$ cat src/rtl/pipe_reg.sv
// pipe_reg -- one-stage valid/ready pipeline register with optional skid entry.
//
// Purpose
//   Registers a valid/ready stream with a latency of exactly one cycle. The
//   head register drives out_data directly. When the macro PIPE_REG_SKID_EN is
//   defined, a one-entry skid register sits behind the head. This keeps
//   in_ready a registered signal (skid empty) and lets a word be accepted in
//   the same cycle that the downstream stalls. When the macro is undefined,
//   there is no skid entry and in_ready is formed combinationally from
//   out_ready.
//
// Parameters
//   WIDTH        data path width in bits (1..64)
//   RESET_VALUE  value loaded into the data registers on reset and at power-up
//
// Ports
//   clk        in   rising-edge clock
//   nrst       in   synchronous active-low reset (priority over flush)
//   flush      in   synchronous discard of every held entry
//   in_valid   in   upstream presents in_data
//   in_ready   out  block accepts a word this cycle
//   in_data    in   upstream payload [WIDTH]
//   out_valid  out  out_data holds a live entry
//   out_ready  in   downstream consumes out_data this cycle
//   out_data   out  head payload [WIDTH], straight from the head register
//   count      out  number of held entries (0..2)
//
// Configuration macro: PIPE_REG_SKID_EN (undefined = no skid register)

module pipe_reg #(
  parameter int unsigned      WIDTH       = 32,
  parameter logic [WIDTH-1:0] RESET_VALUE = '0
) (
  input  logic             clk,
  input  logic             nrst,
  input  logic             flush,
  input  logic             in_valid,
  output logic             in_ready,
  input  logic [WIDTH-1:0] in_data,
  output logic             out_valid,
  input  logic             out_ready,
  output logic [WIDTH-1:0] out_data,
  output logic [1:0]       count
);

  // Declaration initialisers give a power-up state that matches the reset
  // state. This holds in simulation and on FPGA targets, so no reset pulse is
  // needed before the first transfer.
  logic             head_valid_reg = 1'b0;
  logic [WIDTH-1:0] head_data_reg  = RESET_VALUE;
  logic             head_valid_next;
  logic [WIDTH-1:0] head_data_next;

  logic in_fire;
  logic out_fire;

  assign in_fire   = in_valid & in_ready;
  assign out_fire  = head_valid_reg & out_ready;
  assign out_valid = head_valid_reg;
  assign out_data  = head_data_reg;

`ifdef PIPE_REG_SKID_EN

  logic             skid_valid_reg = 1'b0;
  logic [WIDTH-1:0] skid_data_reg  = RESET_VALUE;
  logic             skid_valid_next;
  logic [WIDTH-1:0] skid_data_next;

  // in_ready depends only on register state (the skid is empty). The nrst
  // term forces it low while reset is asserted.
  assign in_ready = nrst & ~skid_valid_reg;
  assign count    = {1'b0, head_valid_reg} + {1'b0, skid_valid_reg};

  always_comb begin
    head_valid_next = head_valid_reg;
    head_data_next  = head_data_reg;
    skid_valid_next = skid_valid_reg;
    skid_data_next  = skid_data_reg;
    if (flush) begin
      // Only occupancy is cleared. The data registers keep their contents,
      // which become dead.
      head_valid_next = 1'b0;
      skid_valid_next = 1'b0;
    end else if (out_fire || !head_valid_reg) begin
      // The head register is free this cycle. A waiting skid word has
      // priority over new input. in_ready is low whenever the skid is full,
      // so the two sources never compete.
      if (skid_valid_reg) begin
        head_valid_next = 1'b1;
        head_data_next  = skid_data_reg;
        skid_valid_next = 1'b0;
      end else begin
        head_valid_next = in_fire;
        if (in_fire) begin
          head_data_next = in_data;
        end
      end
    end else if (in_fire) begin
      // The head is held and stalled, so the accepted word goes to the skid.
      skid_valid_next = 1'b1;
      skid_data_next  = in_data;
    end
  end

  always_ff @(posedge clk) begin
    if (!nrst) begin
      head_valid_reg <= 1'b0;
      head_data_reg  <= RESET_VALUE;
      skid_valid_reg <= 1'b0;
      skid_data_reg  <= RESET_VALUE;
    end else begin
      head_valid_reg <= head_valid_next;
      head_data_reg  <= head_data_next;
      skid_valid_reg <= skid_valid_next;
      skid_data_reg  <= skid_data_next;
    end
  end

`else

  // Without a skid entry, a word can be accepted only if the head is empty
  // or is being drained this very cycle.
  assign in_ready = nrst & (~head_valid_reg | out_ready);
  assign count    = {1'b0, head_valid_reg};

  always_comb begin
    head_valid_next = head_valid_reg;
    head_data_next  = head_data_reg;
    if (flush) begin
      head_valid_next = 1'b0;
    end else if (out_fire || !head_valid_reg) begin
      head_valid_next = in_fire;
      if (in_fire) begin
        head_data_next = in_data;
      end
    end
  end

  always_ff @(posedge clk) begin
    if (!nrst) begin
      head_valid_reg <= 1'b0;
      head_data_reg  <= RESET_VALUE;
    end else begin
      head_valid_reg <= head_valid_next;
      head_data_reg  <= head_data_next;
    end
  end

`endif

endmodule

$ cat config.mk
export PLATFORM = sky130hd
export DESIGN_NAME = pipe_reg
export DESIGN_NICKNAME = d
export VERILOG_FILES = /design/src/rtl/pipe_reg.sv
export SDC_FILE = /design/constraint.sdc
export NUM_CORES = 1
export LEC_CHECK = 0
export CAP_MARGIN = 20
export CORE_MARGIN = 2
export CORE_UTILIZATION = 38
export CTS_CLUSTER_DIAMETER = 60
export DETAILED_ROUTE_END_ITERATION = 10
export PLACE_DENSITY = 0.79
export SYNTH_ARGS = -nofsm -noshare
export SYNTH_HDL_FRONTEND = slang
export SYNTH_SLANG_ARGS = --single-unit
$ cat constraint.sdc
create_clock -name clk -period 1.6 [get_ports clk]
set_input_delay 0.32 -clock clk [delete_from_list [all_inputs] [get_ports clk]]
set_output_delay 0.32 -clock clk [all_outputs]
set_load 0.02 [all_outputs]
==> impl_results.md <==
* Worst-Skew Late Latency at 340 ps
* Die width at 63.3 µm
* Final wirelength at 3360 µm
* WL/cell at 12.5 µm
* Vias at 1,299
* Height of the die at 63.3 µm
* Pleak at 0.000929 µW
* Ports at 73
* Ranking of synthesized cells by area: dfxtp_1 49%, o21ai_2 14%, nand3_1 12%
* Met3 wire length at 303 µm
* CTS tree: done
* Clock Path Buffers at 2
* Yosys cell types at 17
* Number of synthesized register bits at 33
* # rows at 21
* CTS Buf Count at 5
* First-pass GRT wire length at 5600 µm
* Hold Path Depth at 2
* Slew Viols, Final at 0
* Post-CTS Setup Bufs at 0
* Final min period at 1510 ps
* Wl on met1 at 1360 µm
* Number of global-route vias before repair at 1,244
* Maximum vdd drop at 0.552 mV
* Initial DRC count at 72
* Overall Power at 1740 µW
* Tot GR Track Use at 17.7%
* Hpwl dp at 2350 µm
* Final setup vio count at 0
* Clock skew at 7.63 ps
* ANT cells at 0
* Synth top area share at 49.4%
* Final Cycle Share at 94.2%
* Place WS at -319 ps
* Fmax at 664 MHz
* Nets at 258
* Endpoints failing hold at 0
* Share of cells above drive strength 1 at 17.6%
* Mapped Area at 1340 µm²
* Syn avg cell area at 8.74 µm²
* Crit-path cells: clkdlybuf4s50_1 > nand2b_1 > and2_1 > buf_2
* Pwr per Cell Area at 827 nW/µm²
* Cells after Synth at 153
* CTS H-Tree Depth at 2
* Core box area at 3360 µm²
* Placed inst area at 2080 µm²
* WP data arrival at 1190 ps
* Remaining DRCs at 0
* Die area at 4010 µm²
* Setup crit end kind: output pin
* # hold bufs at CTS at 0
* Endpoint, Worst Hold: out_data[31]$_SDFFE_PN0P_
* Post-route ant nets at 0
* Synth warn at 0
* Largest net degree at the start of global routing at 35
* Worst-path clk slew at 100 ps
* Worst path max stage delay at 390 ps
* CP max FO at 2
* Initial antenna violation count at 0
* Port bufs at 71
* Reg2Reg Setup Slack at 290 ps
* Metal2 WL at 1620 µm
* Global route overflow at 0
* Synth-to-layout area growth at 57.2%
* FF-to-FF End: out_data[19]$_SDFFE_PN0P_
* WS Path Type: in2out
* Register area share after synthesis at 49.4%
* Area leader, netlist: dfxtp_1
* Mapped Nets at 190
* Final std cell area, no fill at 2100 µm²
* Clk sinks at 33
* Status: complete, no violations
* CP max stage cell: clkdlybuf4s50_1
* RSZ-0062 raised after global routing: false
* R2R depth at 5
* Root Buffer: clkbuf_4
* Via density at 4.85
* Starting Density at 39.8%
* Top layer in use: met4
* Hold Crit Class: reg2reg
* GP Congestion at 0.731
* Worst Hold Launch: out_data[31]$_SDFFE_PN0P_
* Crit path setup slack, layout at 93.2 ps
* Max Cap Viol at 0
* Worst R2R Start: out_valid$_SDFFE_PP0P_
* CP required at 1280 ps
* Setup crit start kind: input pin
* Drt first pass iters at 5
-- through the flow --
step	cells	util, %	hold slack (ps)	TNS (ps)
2_1_floorplan	153	-	396	0
3_3_place_gp	260	61.8	435	-7500
3_5_place_dp	260	61.8	440	-7760
4_1_cts	268	62.6	451	0
5_1_grt	268	62.5	464	0
6_report	268	62.5	451	0
-- worst max-delay path by stage --
stage | from | end | slack (ps)
floorplan | nrst | in_ready | 350
global placement | out_ready | in_ready | -330
detailed placement | out_ready | in_ready | -320
CTS | out_ready | in_ready | 10
global route | out_ready | in_ready | 70
finish | out_ready | in_ready | 90
-- final cells by class --
cell class	count	area, µm²
fill	353	1260
timing repair buffer	78	744
sequential	33	661
multi-input combinational	103	571
clock buffer	7	65.1
tap	46	57.6
clock inverter	1	5.00
-- Yosys cell counts, drive strengths merged --
| library cell | instances |
|---|---|
| nand3 | 32 |
| buf | 10 |
| nor2b | 1 |
| nand2b | 1 |
| clkbuf | 7 |
| dfxtp | 33 |
| o21ai | 32 |
| nor3b | 1 |
| conb | 1 |
| and2 | 2 |
| nand2 | 32 |
| and3b | 1 |
-- routing by layer --
layer | GRT usage [%] | vias up
met5 | 0 | -
met1 | 19.7 | 593
li1 | - | 648
met4 | 8.15 | 0
met2 | 30.3 | 50
met3 | 5.89 | 8
-- state kept, by name, indices dropped and copies added (netlist names) --
signal     count
out_data      32
out_valid      1
-- logic make-up (layout without fill, tap and decap cells) --
kind of cell           after synthesis  in the layout  share of synthesized area [%]
AO/OA/AOI/OAI                       32             32                           18.1
buffers and inverters               17             86                           7.95
flip-flops                          33             33                           49.4
other                                1              1                          0.280
AND/OR/NAND/NOR                     70             70                           24.2
-- power breakdown --
group	internal (µW)	total, µW	switching, µW
logic	166	329	163
registers	866	885	19.4
clock network	254	525	271
total	1290	1740	453
-- worst max-delay path, delay by kind of cell --
kind          cells  cell delay [ps]
simple gates      2              320
buf+inv           2              540
-- placed cells by master, fill, tap and decap left out, types with 2 or more instances in the layout --
master and count:
o21ai_2 22, nand2_1 32, clkbuf_4 5, clkbuf_8 2
nand3_1 32, buf_12 2, o21ai_0 2, o21ai_1 8
buf_4 4, clkdlybuf4s50_1 36, dlygate4sd2_1 34, dfxtp_1 33
-- repair_timing --
action                     4_1_cts  5_1_grt
setup endpoints to repair       35        2
gates resized for setup         37        2
hold endpoints to repair         0        0
cloned                           0        0
Note: power is estimated with default switching activity, not from simulation.
==> patch, RTL diff (same settings) <==
Set the parameter `WIDTH` to 28 (it was 32).
--- a/src/rtl/pipe_reg.sv
+++ b/src/rtl/pipe_reg.sv
@@ -29,5 +29,5 @@
 
 module pipe_reg #(
-  parameter int unsigned      WIDTH       = 32,
+  parameter int unsigned      WIDTH       = 28,
   parameter logic [WIDTH-1:0] RESET_VALUE = '0
 ) (
Ports: changed (resized in_data and out_data); port bits go from 73 to 65. No check against the original RTL was run, so the function may have changed too.
==> patch against the original RTL <==
- routed wire length fell by 5.6%
- cell area fell by 10%
- largest power group unchanged
- sequential power fell by 12%
- core utilization rose by 0.38 points
- worst setup slack improved by 0.0054 ns
- via count fell by 10%
- critical endpoint unchanged
- clock power fell by 23%
- sequential cell count fell by 4
- die area fell by 11%
- total power fell by 15%
- synthesized area fell by 12%
- synthesized cell count fell by 12%
==> patch: results (changes against the original RTL) <==
----------------------------------------------------
[Yosys]
  Unique masters post-synth ... 15 (was 17)
  Mapped Nets ... 167 (was 190)
  Most common library cells after synthesis ... 29 x sky130_fd_sc_hd__dfxtp_1, 28 x sky130_fd_sc_hd__nand2_1, 28 x sky130_fd_sc_hd__nand3_1 (was 33 x sky130_fd_sc_hd__dfxtp_1, 32 x sky130_fd_sc_hd__nand2_1, 32 x sky130_fd_sc_hd__nand3_1)
  Sequential element share of the synthesized area ... 0.494 (about the same)

[Drt]
  Number of vias per cell after detailed routing ... 5.05 (was 4.85)
  Final Routed Wirelength ... 3.17 mm (was 3.36 mm)
  Iteration-0 DRC Markers ... 38 (was 72)

[Pwr]
  Net Switching ... 0.394 mW (was 0.453 mW)
  Worst vdd ir ... 0.547 mV (was 0.552 mV)

[Placed design]
  Last weighted congestion value of the routability-driven placer ... 0.677 (was 0.731)
  Placed Instance Area ... 1820 µm² (was 2080 µm²)
  Post-DP HPWL ... 2.27 mm (was 2.35 mm)

[Worst setup path]
  Setup slack, reg-to-reg ... 0.31 ns (was 0.29 ns)
  FF-to-FF End ... out_data[17]$_SDFFE_PN0P_ (was out_data[19]$_SDFFE_PN0P_)

[Layout]
  Non-clock buffer instance count of the final layout ... 70 (was 78)
  Total area of multi-input combinational cells ... 505 µm² (was 571 µm²)
  Total number of multi-input combinational cells ... 91 (was 103)
  Clk_buf instances ... 8 (was 7)
  Ratio of cells with drive above 1 in the final layout ... 0.167 (was 0.176)
  Non-clock buffer contribution to total cell area ... 0.377 (was 0.354)
  Relative area of clock buffers and inverters in the final design ... 0.0258 (was 0.0333)

[Clocking]
  Clock latency on the worst-skew pair ... 0.31 ns (was 0.34 ns)

[Status]
  Result of the run ... complete, no violations (unchanged)

[Timing]
  Worst Hold Slack ... 0.451 ns (about the same)

[Global routing]
  Met1 Use GR ... 0.199 (was 0.197)
  Overall fraction of global-route tracks in use ... 0.200 (was 0.177)
  Met3 Use GR ... 0.0983 (was 0.0589)
  Wire length of the first global-routing pass ... 5.17 mm (was 5.60 mm)

[Hold path]
  Destination of the worst hold path ... out_data[18]$_SDFFE_PN0P_ (was out_data[31]$_SDFFE_PN0P_)

----------------------------------------------------
==> patch: changes by cell type in the layout (fill, tap and decap cells not counted), moves of 2 or more <==
cell,before,now
sky130_fd_sc_hd__clkdlybuf4s50_1,36,32
sky130_fd_sc_hd__o21ai_2,22,20
sky130_fd_sc_hd__clkbuf_8,2,0
sky130_fd_sc_hd__o21ai_0,2,0
sky130_fd_sc_hd__dlygate4sd2_1,34,15
sky130_fd_sc_hd__dlymetal6s2s_1,0,15
sky130_fd_sc_hd__dfxtp_1,33,29
sky130_fd_sc_hd__clkbuf_1,0,3
sky130_fd_sc_hd__nand3_1,32,28
sky130_fd_sc_hd__nand2_1,32,28
==> patch: worst max-delay path by stage <==
stage,to,slack (ns),cells after the start,start
after floorplan,in_ready,0.25,3,out_valid$_SDFFE_PP0P_
after global placement,in_ready,-0.31,4,out_ready
after detailed placement,in_ready,-0.30,4,out_ready
after CTS,out_data[23],0.001,1,out_data[23]$_SDFFE_PN0P_
after global routing,in_ready,0.06,4,out_ready
final,in_ready,0.1,4,out_ready
==> patch: cells by family (layout without fill, tap and decap cells) <==
logic type | Yosys count | after routing | share of synthesized area
DFF | 29 | 29 | 0.494
and+or+nand+nor | 62 | 62 | 0.244
other | 1 | 1 | 0.00319
AOI/OAI and AO/OA | 28 | 28 | 0.183
buffers and inverters | 14 | 78 | 0.0756
==> patch: worst reg2reg max path: stages (launching register included) <==
cell and delay (ns):
sky130_fd_sc_hd__dfxtp_1 0.33, sky130_fd_sc_hd__nand2b_1 0.10, sky130_fd_sc_hd__buf_6 0.24, sky130_fd_sc_hd__and2_1 0.26, sky130_fd_sc_hd__buf_4 0.19, sky130_fd_sc_hd__o21ai_1 0.08
==> patch: metal layers <==
metal	vias to the layer above	share of wire
li1	577	-
met1	547	0.40
met2	42	0.51
met3	0	0.086
met4	0	0
met5	-	0
==> patch: what timing repair did <==
item / 4_1_cts / 5_1_grt
setup buffers: 0 / 0
setup endpoints to repair: 16 / 17
resized for setup: 18 / 17
==> patch: power by group through the flow <==
| stage | Combinational (mW) | Sequential [mW] | Clock, mW |
|---|---|---|---|
| finish | 0.304 | 0.779 | 0.404 |
| global placement | 0.316 | 0.796 | 0 |
| global route | 0.325 | 0.784 | 0.453 |
| detailed placement | 0.322 | 0.798 | 0 |
| CTS | 0.310 | 0.781 | 0.416 |
| floorplan | 0.0952 | 0.845 | 0 |
==> patch: per-stage QoR <==
stage / utilization / setup slack [ns] / power, mW / instances
2_1_floorplan: - / 0.250 / 0.941 / 134
3_3_place_gp: 0.607 / -0.311 / 1.11 / 223
3_5_place_dp: 0.607 / -0.300 / 1.12 / 223
4_1_cts: 0.618 / 0.00140 / 1.51 / 231
5_1_grt: 0.629 / 0.0598 / 1.56 / 231
6_report: 0.629 / 0.0986 / 1.49 / 231
